===== src/rtl/stream_pkt_src.sv =====
// Command-driven packet source: emits len incrementing words from base on a valid/busy stream,
// pulses done after the last beat and reports stall cycles of the current/last packet.
module stream_pkt_src #(
  parameter int unsigned D_W = 32,
  parameter int unsigned L_W = 16,
  parameter int unsigned S_W = 16
) (
  input  logic           clk,
  input  logic           rst,
  input  logic           cmd_v,
  input  logic [L_W-1:0] cmd_len,
  input  logic [D_W-1:0] cmd_base,
  output logic           cmd_b,
  output logic           o_v,
  output logic [D_W-1:0] o_d,
  output logic           o_last,
  input  logic           o_b,
  output logic           done,
  output logic [S_W-1:0] stall_cnt
);

  typedef enum logic [1:0] {StIdle, StSend, StDone} state_e;

  state_e         state_q, state_d;
  logic [L_W-1:0] len_q, len_d;
  logic [L_W-1:0] idx_q, idx_d;
  logic           o_v_q, o_v_d;
  logic [D_W-1:0] o_d_q, o_d_d;
  logic           o_last_q, o_last_d;
  logic           cmd_b_q, cmd_b_d;
  logic           done_q, done_d;
  logic [S_W-1:0] stall_q, stall_d;

  logic cmd_acc;
  logic beat_acc;
  logic beat_stall;

  assign cmd_acc    = cmd_v && !cmd_b_q && (state_q == StIdle);
  assign beat_acc   = o_v_q && !o_b;
  assign beat_stall = o_v_q && o_b;

  always_ff @(posedge clk) begin
    if (rst) begin
      state_q  <= StIdle;
      len_q    <= '0;
      idx_q    <= '0;
      o_v_q    <= 1'b0;
      o_d_q    <= '0;
      o_last_q <= 1'b0;
      cmd_b_q  <= 1'b0;
      done_q   <= 1'b0;
      stall_q  <= '0;
    end else begin
      state_q  <= state_d;
      len_q    <= len_d;
      idx_q    <= idx_d;
      o_v_q    <= o_v_d;
      o_d_q    <= o_d_d;
      o_last_q <= o_last_d;
      cmd_b_q  <= cmd_b_d;
      done_q   <= done_d;
      stall_q  <= stall_d;
    end
  end

  always_comb begin
    state_d = state_q;
    unique case (state_q)
      StIdle: begin
        if (cmd_acc) begin
          state_d = (cmd_len != '0) ? StSend : StDone;
        end
      end
      StSend: begin
        if (beat_acc && o_last_q) begin
          state_d = StDone;
        end
      end
      StDone:  state_d = StIdle;
      default: state_d = StIdle;
    endcase
  end

  always_comb begin
    len_d    = len_q;
    idx_d    = idx_q;
    o_v_d    = o_v_q;
    o_d_d    = o_d_q;
    o_last_d = o_last_q;
    cmd_b_d  = cmd_b_q;
    done_d   = 1'b0;
    stall_d  = stall_q;
    unique case (state_q)
      StIdle: begin
        cmd_b_d = 1'b0;
        if (cmd_acc) begin
          cmd_b_d = 1'b1;
          stall_d = '0;
          if (cmd_len != '0) begin
            len_d    = cmd_len;
            idx_d    = '0;
            o_v_d    = 1'b1;
            o_d_d    = cmd_base;
            o_last_d = (cmd_len == L_W'(1));
          end else begin
            done_d = 1'b1;
          end
        end
      end
      StSend: begin
        if (beat_stall) begin
          if (stall_q != {S_W{1'b1}}) begin
            stall_d = stall_q + S_W'(1);
          end
        end else if (beat_acc) begin
          if (o_last_q) begin
            o_v_d    = 1'b0;
            o_last_d = 1'b0;
            done_d   = 1'b1;
          end else begin
            idx_d    = idx_q + L_W'(1);
            o_d_d    = o_d_q + D_W'(1);
            // idx_q < len_q - 1 here, so idx_q + 2 cannot wrap
            o_last_d = ((idx_q + L_W'(2)) == len_q);
          end
        end
      end
      StDone: begin
        cmd_b_d = 1'b0;
      end
      default: begin
        cmd_b_d = 1'b0;
        o_v_d   = 1'b0;
      end
    endcase
  end

  assign cmd_b     = cmd_b_q;
  assign o_v       = o_v_q;
  assign o_d       = o_d_q;
  assign o_last    = o_last_q;
  assign done      = done_q;
  assign stall_cnt = stall_q;

endmodule

===== config.mk =====
export PLATFORM = sky130hd
export DESIGN_NAME = stream_pkt_src
export DESIGN_NICKNAME = d
export VERILOG_FILES = /design/src/rtl/stream_pkt_src.sv
export SDC_FILE = /design/constraint.sdc
export NUM_CORES = 1
export LEC_CHECK = 0
export ABC_AREA = 1
export BUFFER_PORTS_ARGS = -buffer_cell sky130_fd_sc_hd__buf_2
export CAP_MARGIN = 30
export CORE_UTILIZATION = 51
export CTS_BUF_LIST = sky130_fd_sc_hd__clkbuf_8 sky130_fd_sc_hd__clkbuf_16
export DETAILED_ROUTE_END_ITERATION = 8
export GPL_TIMING_DRIVEN = 0
export PLACE_DENSITY_LB_ADDON = 0.15
export RECOVER_POWER = 25
export SYNTH_ARGS = -nofsm -noshare
export SYNTH_HDL_FRONTEND = slang
export SYNTH_SLANG_ARGS = --single-unit
export TNS_END_PERCENT = 100

===== constraint.sdc =====
create_clock -name clk -period 1.9 [get_ports clk]
set_clock_uncertainty 0.2 [all_clocks]
set_input_delay 0.095 -clock clk [delete_from_list [all_inputs] [get_ports clk]]
set_output_delay 0.095 -clock clk [all_outputs]
set_load 0.03 [all_outputs]

Yosys cells after proc, flatten, opt, wreduce, memory -nomap -nowiden
Cells that the tools add are included.
{"block": "op_classes", "bitwise_logic": 1, "mux": 40, "eq_ne": 14, "add_sub_neg": 4, "reduce_logical": 16}
{"cell": "two-way mux 32 bit", "count": 5}
{"cell": "two-way mux 16 bit", "count": 8}
{"cell": "case mux 16 bit (2 select lines)", "count": 2}
{"cell": "case mux 32 bit (2 select lines)", "count": 1}
{"cell": "adder 16 x 1 -> 16 bit, second input constant", "count": 2}
{"cell": "adder 32 x 1 -> 32 bit, second input constant", "count": 1}
{"cell": "adder 16 x 2 -> 16 bit, second input constant", "count": 1}
{"cell": "== test 16 x 1 -> 1 bit, second input constant", "count": 1}
{"cell": "== test 16 bit", "count": 1}
{"cell": "two-way mux 1 bit", "count": 16}
{"cell": "!= test 16 bit, second input constant", "count": 1}
{"cell": "!= test 2 bit, second input constant", "count": 8}
{"cell": "nonzero test 16 bit", "count": 1}
{"cell": "AND reduction 6 bit", "count": 2}
{"cell": "two-way mux 2 bit", "count": 3}
{"cell": "case mux 1 bit (2 select lines)", "count": 3}
{"cell": "logical AND 1 bit", "count": 5}
{"cell": "AND reduction 5 bit", "count": 1}
{"cell": "case mux 2 bit (2 select lines)", "count": 1}
{"cell": "AND reduction 4 bit", "count": 1}
{"cell": "case mux 1 bit (3 select lines)", "count": 1}
{"cell": "AND reduction 3 bit", "count": 1}
{"cell": "== test 2 x 1 -> 1 bit, second input constant", "count": 1}
{"cell": "== test 2 bit, second input constant", "count": 1}
{"cell": "other kinds (6)", "count": 7}
{"block": "totals", "word_cells": 84, "out_inout_bits": 52, "inputBits": 52, "ff_bits": 86}

Logic depth before layout (Yosys ltp)
{"block": "logic_depth", "depth_word": 6, "depth_mapped": 13, "depth_no_buf": 13}

Worst setup path before layout
No wires, ideal clock.
{"block": "synth_path", "path_type": "reg-to-reg", "from": "register o_d_q[0], in the netlist o_d[0]", "to": "register o_d_q[18], in the netlist o_d[18]", "path_stages_with_launch": 12, "required_time_ns": 1.590, "n_path_buf": 0, "setup_time_ns": 0.110, "path_slack_ns": -0.159, "arrival_ns": 1.749, "period_less_slack_ns": 2.059, "cell_sequence": "dfxtp_1 > ha_1 > nand3_1 > inv_1 > nand2_1 > nor2_1 > nand3_1 > xnor2_1 > nand2_1 > nand3_1 > nand2_1 > inv_1"}
{"block": "synth_between", "elab_chain_cells": 5}
{"element": "start, declared", "line_no": "28", "text": "logic [D_W-1:0] o_d_q, o_d_d;"}
{"element": "start signal, assigned", "line_no": "48", "text": "o_d_q <= '0;"}
{"element": "start signal, assigned", "line_no": "58", "text": "o_d_q <= o_d_d;"}
{"element": "adder 32 x 1 -> 32 bit", "line_no": "122", "text": "o_d_d = o_d_q + D_W'(1);"}
{"element": "two-way mux 32 bit", "line_no": "116", "text": "if (o_last_q) begin"}
{"element": "two-way mux 32 bit", "line_no": "115", "text": "end else if (beat_acc) begin"}
{"element": "two-way mux 32 bit", "line_no": "111", "text": "if (beat_stall) begin"}
{"element": "case mux 32 bit (2 select lines)", "line_no": "93", "text": "unique case (state_q)"}
No other way between the ends. The select of a mux whose other input is x is not followed.
A chain may end at the register's enable or synchronous reset.

Worst setup path in the final report
{"block": "layout_path", "from": "register o_d_q[0], in the netlist o_d[0]", "to": "register o_d_q[24], in the netlist o_d[24]"}
The elaborated chain is that of the path after synthesis.

==> flow_metrics.tcl <==
set metrics [dict create \
    wl_per_cell_um 14.5 \
    dp_hpwl_um 12000 \
    synthTopCellsByCount "nand2_1, nor2_1, inv_1" \
    setup_violations 0 \
    multi_input_area_mm2 0.00356 \
    status "completed" \
    critPathLaunchType "register" \
    startpoint "o_d[0]" \
    async_reset_ff_share_pct 0 \
    clock_sinks 86 \
    ys_seq_area_share_pct 31.4 \
    firstDrtPassIters 5 \
    period_share_pct 98.6 \
    hold_ws_ns 0.0777 \
    fmax_ghz 0.534 \
    hold_path.class "input port to register" \
    die_area_mm2 0.0112 \
    r2r_start "o_d[0]" \
    gp_congestion 0.957 \
    synth_top_area_share_pct 31.4 \
    reg2regPathDepth 10 \
    max_slew_margin_pct 63.2 \
    cts_max_level 3 \
    drtIter0Drc 478 \
    via_per_inst 5.25 \
    row_count 37 \
    die_y_um 106 \
    grt_pass1_wl_um 27600 \
    nNetsFinal 1135 \
    critical_path_class "register to register" \
    clkTransAtPathRegs_ns 0.10 \
    final-seq-area_mm2 0.00179 \
    grt-ovfl-total 0 \
    fillCellCount 957 \
    worstPathMaxFanout 5 \
    totalPowerFinal_mw 9.34 \
    post-place-cells 1134 \
    holdCritStartpoint "cmd_len[1]" \
    synth_top_area_cell "dfxtp_1" \
    drive_above_1_share_pct 22.8 \
    ys_types 35 \
    crit_arrival_ns 1.98 \
    synth_warnings 0 \
    required_ns 2.01 \
    clock_latency_ns 0.37 \
    leakagePower_nw 3.08 \
    grt_pass1_vias 5727 \
    boundaryPins 104 \
    synthCells 895 \
    cts-root-buf "clkbuf_8" \
    power_density_mw_per_mm2 1260 \
    cts_tree "yes" \
    synth_flop_cell "dfxtp_1" \
    ys_seq_elements 86 \
    timing.final.hold_violations 0 \
    mappedNetlistArea_mm2 0.00548 \
    finalMaxSlewViolations 0 \
    synth_most_common_cell "nand2_1" \
    worst_r2r_endpoint "o_d[24]" \
    detail-route-antenna-nets 0 \
    endpoint_kind "register" \
    grt_start_max_net_pins 16 \
    synth_edf_count 0 \
    irDropWorstVdd_mv 0.726 \
    initial_utilization_pct 52.9 \
    num_vias 6410 \
    wl_um 17700 \
    fin_util_pct 71.3 \
    cts_buffers 9 \
    drc 0 \
    numPortBuffers 103 \
    syn_area_per_cell_um2 6.13 \
    clk_path_buf_depth 2 \
    post-route-min-period_ns 1.87 \
    syn-num-nets 951 \
    antenna_found_initial 0 \
    core_region_area_mm2 0.0104 \
    track_usage_pct 30.8 \
    rsz0062_at_grt "yes" \
    maxCapViolCount 0 \
    instances_no_fill 1220 \
    tightestPinTransition_ns 0.552 \
    syn2layout_area_growth_pct 34.9 \
    diodes 0 \
    fp.dieW_um 106 \
    critPathCapture "o_d[24]" \
    r2r_slack_ns 0.03 \
    synthTopCellsByArea "dfxtp_1, nand2_1, nor2_1" \
]
## layout by cell type (no fill, tap or decap), drive strengths merged
master | Yosys | routed
or2 | 4 | 4
nand3 | 67 | 67
nor3 | 12 | 12
o21ai | 32 | 32
nand2 | 301 | 301
a21boi | 4 | 4
clkbuf | 8 | 50
a31oi | 14 | 14
a211oi | 3 | 3
clkinv | 0 | 3
dfxtp | 86 | 86
clkinvlp | 0 | 2
o21bai | 1 | 1
nand4 | 18 | 19
buf | 24 | 113
and3 | 2 | 2
a21oi | 54 | 54
xor2 | 33 | 33
inv | 96 | 98
nor2 | 111 | 111
dlygate4sd3 | 0 | 50
xnor2 | 11 | 11
nand3b | 8 | 8
ha | 4 | 4
nor3b | 1 | 1
nor4 | 1 | 1
## logic make-up (layout without fill, tap and decap cells)
group	after synthesis	count (layout)	synth area share, %
buffers and inverters	128	316	9.77
flip-flops	86	86	31.4
AO/OA/AOI/OAI	108	108	10.8
adder cells (fa/ha/maj)	4	4	0.913
AND/OR/NAND/NOR	525	526	40.1
XOR/XNOR	44	44	7.03
## how the worst min path moves through the flow
stage | slack, ns | end | cells past startpoint
2_1_floorplan | 0.04 | len_q[15] | 2
3_3_place_gp | 0.15 | len_q[11] | 3
3_5_place_dp | 0.16 | len_q[4] | 3
4_1_cts | 0.03 | o_last | 6
5_1_grt | 0.14 | o_last | 6
6_report | 0.08 | o_last | 6
## registers in the layout, summed over array words and instances, names as in the netlist
name,flops
o_d,32
idx_q,16
len_q,16
stall_cnt,16
state_q,2
cmd_b,1
done,1
o_last,1
o_v,1
## report_power, final
group          internal [mW]  total, mW  switching, mW
Sequential              2.39       3.07          0.685
Combinational           1.75       5.04           3.29
Clock                  0.478       1.22          0.744
Total                   4.62       9.34           4.72
## worst max-delay path: stages, from the launching register on
cell	delay, ns
dfxtp_4	0.40
ha_4	0.16
nand3_4	0.12
inv_2	0.10
nand2_2	0.11
nor3_2	0.26
xor2_1	0.17
nand2_1	0.07
nand3_1	0.07
nand2_1	0.07
inv_1	0.09
## what timing repair did
action	CTS	global route
setup buffers	4	13
hold buffers	50	0
gates resized for setup	34	111
gates cloned	1	2
pin swaps	3	17
endpoints found under the setup margin	59	75
hold endpoints to repair	56	0
## cell type report
class / instances / share of cell area, %
timing repair buffer: 172 / 15.1
tap: 136 / 2.30
clock inverter: 7 / 0.676
inverter: 96 / 5.11
sequential: 86 / 24.2
multi-input combinational: 682 / 48.1
buffer: 32 / 2.79
clock buffer: 9 / 1.67
## routing by layer
| metal | part of all wire (%) | up-vias | track usage [%] |
|---|---|---|---|
| li1 | - | 3221 | - |
| met1 | 43 | 2895 | 40.5 |
| met2 | 48 | 256 | 52.5 |
| met3 | 6.7 | 38 | 4.95 |
| met4 | 2.1 | 0 | 7.54 |
| met5 | 0 | - | 0 |
## through the flow
stage / setup TNS [ns] / worst slack [ns] / instance area [µm²]
floorplan: 0 / 0.00554 / 5500
CTS: -0.0325 / -0.0167 / 7000
detailed placement: -4.02 / -0.244 / 6180
finish: 0 / 0.0259 / 7400
global route: -0.199 / -0.0515 / 7400
global placement: -3.30 / -0.229 / 6180
Note: power is estimated with default switching activity, not from simulation.
